## config.mk

```make
export PLATFORM = sky130hd
export DESIGN_NAME = serial_bit_feeder_flat
export DESIGN_NICKNAME = d
export VERILOG_FILES = /design/src/rtl/serial_bit_feeder_if.sv /design/src/rtl/serial_bit_feeder.sv /design/src/flat_wrapper.sv
export SDC_FILE = /design/constraint.sdc
export NUM_CORES = 1
export LEC_CHECK = 0
export ABC_AREA = 1
export CORE_UTILIZATION = 52
export DETAILED_ROUTE_END_ITERATION = 12
export PLACE_DENSITY_LB_ADDON = 0.25
export SYNTH_ARGS = -nofsm -noshare
export SYNTH_HDL_FRONTEND = slang
export SYNTH_SLANG_ARGS = --single-unit
export TNS_END_PERCENT = 5
```

## constraint.sdc

```tcl
create_clock -name clk -period 2.05 [get_ports clk]
set_input_delay 0.615 -clock clk [delete_from_list [all_inputs] [get_ports clk]]
set_output_delay 0.615 -clock clk [all_outputs]
set_load 0.01 [all_outputs]
```

## src/rtl/serial_bit_feeder_if.sv

```systemverilog
// Word handshake into the serial bit feeder: upstream offers din/din_valid,
// the feeder answers with din_ready.
interface serial_bit_feeder_if #(
  parameter int WIDTH = 8
);
  logic [WIDTH-1:0] din;
  logic             din_valid;
  logic             din_ready;

  modport master (
    output din,
    output din_valid,
    input  din_ready
  );

  modport slave (
    input  din,
    input  din_valid,
    output din_ready
  );
endinterface

```

## src/rtl/serial_bit_feeder.sv

```systemverilog
// Parallel-to-serial feeder for the sequence detector: one word buffered ahead,
// words shifted back-to-back one bit per clock, x parked at IDLE_BIT when empty.
module serial_bit_feeder #(
  parameter int   WIDTH     = 8,
  parameter int   LSB_FIRST = 0,
  parameter logic IDLE_BIT  = 1'b1
) (
  input  logic                clk,
  input  logic                rst,
  serial_bit_feeder_if.slave  up,
  output logic                x,
  output logic                busy,
  output logic                word_done
);

  localparam int             CW      = (WIDTH > 2) ? $clog2(WIDTH) : 1;
  localparam logic [CW-1:0]  CNT_MAX = CW'(WIDTH - 1);
  localparam logic [CW-1:0]  CNT_ONE = CW'(1);

  typedef enum logic {
    IDLE  = 1'b0,
    SHIFT = 1'b1
  } state_t;

  state_t           state;
  logic [WIDTH-1:0] shreg;
  logic [CW-1:0]    cnt;
  logic [WIDTH-1:0] pend;
  logic             pend_full;
  logic             ready_q;

  logic accept;
  logic load_pt;

  assign up.din_ready = ready_q;
  assign accept       = up.din_valid & ready_q;
  assign load_pt      = (state == IDLE) || (cnt == '0);

  function automatic logic first_bit(input logic [WIDTH-1:0] w);
    return (LSB_FIRST != 0) ? w[0] : w[WIDTH-1];
  endfunction

  // Bits still to go after the one just put on x, kept aligned so the next
  // one always sits at the same end of the register.
  function automatic logic [WIDTH-1:0] rest(input logic [WIDTH-1:0] w);
    return (LSB_FIRST != 0) ? (w >> 1) : (w << 1);
  endfunction

  always_ff @(posedge clk or negedge rst) begin
    if (!rst) begin
      state     <= IDLE;
      shreg     <= '0;
      cnt       <= '0;
      pend      <= '0;
      pend_full <= 1'b0;
      ready_q   <= 1'b1;
      x         <= IDLE_BIT;
      busy      <= 1'b0;
      word_done <= 1'b0;
    end else if (load_pt) begin
      // A pending word always wins; ready is low then, so no accept can collide.
      if (pend_full) begin
        x         <= first_bit(pend);
        shreg     <= rest(pend);
        cnt       <= CNT_MAX;
        state     <= SHIFT;
        busy      <= 1'b1;
        word_done <= 1'b0;
        pend_full <= 1'b0;
        ready_q   <= 1'b1;
      end else if (accept) begin
        x         <= first_bit(up.din);
        shreg     <= rest(up.din);
        cnt       <= CNT_MAX;
        state     <= SHIFT;
        busy      <= 1'b1;
        word_done <= 1'b0;
      end else begin
        x         <= IDLE_BIT;
        cnt       <= '0;
        state     <= IDLE;
        busy      <= 1'b0;
        word_done <= 1'b0;
      end
    end else begin
      x         <= first_bit(shreg);
      shreg     <= rest(shreg);
      cnt       <= cnt - CNT_ONE;
      word_done <= (cnt == CNT_ONE);
      if (accept) begin
        pend      <= up.din;
        pend_full <= 1'b1;
        ready_q   <= 1'b0;
      end
    end
  end

endmodule

```

## src/flat_wrapper.sv

```systemverilog
// flat-port wrapper written by rule: the top's interface ports become plain ports
module serial_bit_feeder_flat 
#(
  parameter int   WIDTH     = 8,
  parameter int   LSB_FIRST = 0,
  parameter logic IDLE_BIT  = 1'b1
)
  (clk, rst, x, busy, word_done, up_din, up_din_valid, up_din_ready);
  serial_bit_feeder_if #(.WIDTH(WIDTH)) up_i ();
  input  logic clk;
  input  logic rst;
  output logic x;
  output logic busy;
  output logic word_done;
  input wire logic [$bits(up_i.din)-1:0] up_din;
  input wire logic [$bits(up_i.din_valid)-1:0] up_din_valid;
  output wire logic [$bits(up_i.din_ready)-1:0] up_din_ready;
  assign up_i.din = up_din;
  assign up_i.din_valid = up_din_valid;
  assign up_din_ready = up_i.din_ready;
  serial_bit_feeder #(.WIDTH(WIDTH), .LSB_FIRST(LSB_FIRST), .IDLE_BIT(IDLE_BIT)) u_core (.clk(clk), .rst(rst), .up(up_i), .x(x), .busy(busy), .word_done(word_done));
endmodule
```

==> results_dict.tcl <==
set metrics [dict create \
    placed_area_sq_um 1240 \
    cp.required_ps 1430 \
    path_buf_inv 1 \
    grt_setup_unrepaired "no" \
    viasPerCell 5.20 \
    first_iter_violations 32 \
    path_depth 1 \
    startpoint "u_core.x" \
    ios 15 \
    grt_max_degree 24 \
    final_layout_size_suffix_gt1_frac 0.0972 \
    max_freq_ghz 0.505 \
    dr_wl_met3_um 68 \
    fin_crit_ps 1980 \
    die_width_um 47.6 \
    synth_area_sq_um 1080 \
    post-route-util 0.650 \
    synth_nets 142 \
    cts_buffers 3 \
    synth_top_family_by_area "simple AND/OR/NAND/NOR gates" \
    fill_cells 176 \
    dp_hpwl_um 1500 \
    ys_top_cells_by_area "dfrtp_1 49%, nand2_1 18%, nand3_1 7.4%" \
    maxSlewHeadroom 0.758 \
    setup_viol 0 \
    core_area_sq_um 1960 \
    avgSynthCellArea_sq_um 8.44 \
    initial_utilization 0.550 \
    ys_warn_count 0 \
    clk_path_buf_depth 2 \
    area_delta_synth_final_pct 18.1 \
    insertion_delay_ps 300 \
    cp_cell_sequence "clkdlybuf4s50_1" \
    antenna_cells 0 \
    core.rowCount 16 \
    ys_seq_area_frac 0.535 \
    wl_per_cell_um 11.7 \
    synth_compound_area_frac 0.0371 \
    drv_slew 0 \
    final_common_cell "nand2_1" \
    tns_ps 0 \
    die-area_sq_um 2260 \
    ir_drop_uv 694 \
    dr.pass1.iters 4 \
    worst_pin_slew_ps 363 \
    synth-simple-area-share 0.337 \
    routed_wl_um 2000 \
    fin_nets 159 \
    cts.clk_slew.worst_paths_ps 120 \
    wl_met2_um 979 \
    rr_startpoint "u_core.cnt[0]" \
    powerDensity_nw_per_um2 1400 \
    root_buffer "clkbuf_4" \
    clock_sinks 23 \
    critPathTopFamily "flip-flops" \
    ys_ff_latch 23 \
    hp-start "u_core.pend[2]" \
    path_class "reg2out" \
    yosys.area.top_type "dfrtp_1" \
    grt_pass1_wl_um 3310 \
    gp_congestion 0.820 \
    antenna_found_initial 0 \
    endpoint_kind "primary output" \
    ant_nets 0 \
    holdCritPathClass "reg2reg" \
    num_vias 889 \
    final_cell_mix "51 x nand2_1, 21 x dfrtp_1, 16 x nand3_1" \
    cts_max_level 1 \
    synth_xor_area_frac 0 \
    cp_slowest_cell "dfstp_2" \
    drcViolationCount 0 \
    hold_viol_final 0 \
    rr_worst_depth 9 \
    fin_crit_sh 0.966 \
    hold_depth 2 \
    leakagePower_uw 0.000656 \
    grt_pass1_vias 806 \
    grt_usage 0.217 \
    synth_cell_types 18 \
    outcome "complete, no violations" \
    max_stage_delay_ps 540 \
    cap_violations 0 \
    cts_tree "yes" \
    top_layer "met4" \
    dieHeight_um 47.6 \
    port_buffers 14 \
    final_cell_area_sq_um 1270 \
    fin_worst_skew_ps 0.591 \
    synthMuxAreaShare 0 \
    grt_overflow_total 0 \
    crit_path_start_kind "flip-flop" \
    synthCells 128 \
    drt-met1-wl_um 909 \
    synth-adder-area-share 0.0348 \
    arrival_ps 1370 \
    yosys.area.top_type_share 0.487 \
    crit_path_max_fanout 1 \
]
-- metal layers --
layer | vias to the layer above | track usage
met3 | 5 | 0.0340
met5 | - | 0
met2 | 20 | 0.353
li1 | 446 | -
met1 | 418 | 0.285
met4 | 0 | 0.100
-- repair_timing --
action / in CTS / in global routing
buffers inserted: 1 / 0
hold buffers: 0 / 0
resized for setup: 0 / 1
setup endpoints to repair: 1 / 1
-- stage by stage --
| step | setup slack, ps | hold WS, ps | power (uW) | std cells |
|---|---|---|---|---|
| 5_1_grt | 7.83 | 523 | 1960 | 171 |
| 3_5_place_dp | 226 | 462 | 1590 | 166 |
| 6_report | 69.6 | 488 | 1780 | 171 |
| 3_3_place_gp | 255 | 458 | 1540 | 166 |
| 2_1_floorplan | 630 | 319 | 1370 | 128 |
| 4_1_cts | 42.4 | 491 | 1810 | 171 |
-- kinds of logic after synthesis --
kind of cell               after synthesis
buffers and inverters                   13
DFF                                     23
and+or+nand+nor                         81
AOI/OAI and AO/OA                        8
adders and majority gates                3
-- worst paths after layout --
| kind | slack, ps | end |
|---|---|---|
| min | 490 | u_core.pend[2] |
| max | 70 | x |
| max reg2reg | 390 | u_core.shreg[1] |
| min in group asynchronous | 640 | u_core.pend[7] |
| max in group asynchronous | 1130 | u_core.x |
| min reg2reg | 490 | u_core.pend[2] |
-- cell usage after synthesis --
master    n
dfrtp_1  21
nand2_1  51
buf_4     2
nand2_4   1
inv_1     7
nor2_2    1
dfstp_2   2
nand4_1   7
nor2_1    2
nand2_2   1
buf_2     3
a21oi_1   5
inv_2     1
o21ai_0   3
nand3_1  16
or2_2     1
nor2_4    1
ha_1      3
-- state kept, by name, indices dropped and copies added, names as in the netlist --
| name | count |
|---|---|
| u_core.pend | 8 |
| u_core.up.din_ready | 1 |
| u_core.shreg | 7 |
| u_core.x | 1 |
| u_core.cnt | 3 |
| u_core.busy | 1 |
| u_core.word_done | 1 |
| u_core.pend_full | 1 |
-- cell type report --
class,instances,area [sq um],area share
well taps,27,33.8,0.0265
clock buffers,4,26.3,0.0206
inverters,8,30.0,0.0236
repair buffers,17,165,0.130
multi-input cells,92,442,0.346
flip-flops and latches,23,578,0.453
-- power breakdown --
part	switching [uW]	internal, uW	leakage, uW
Clock	128	76.0	0.0000150
Sequential	118	662	0.000283
Combinational	496	304	0.000358
Total	742	1040	0.000656
(Power assumes the default switching activity.)
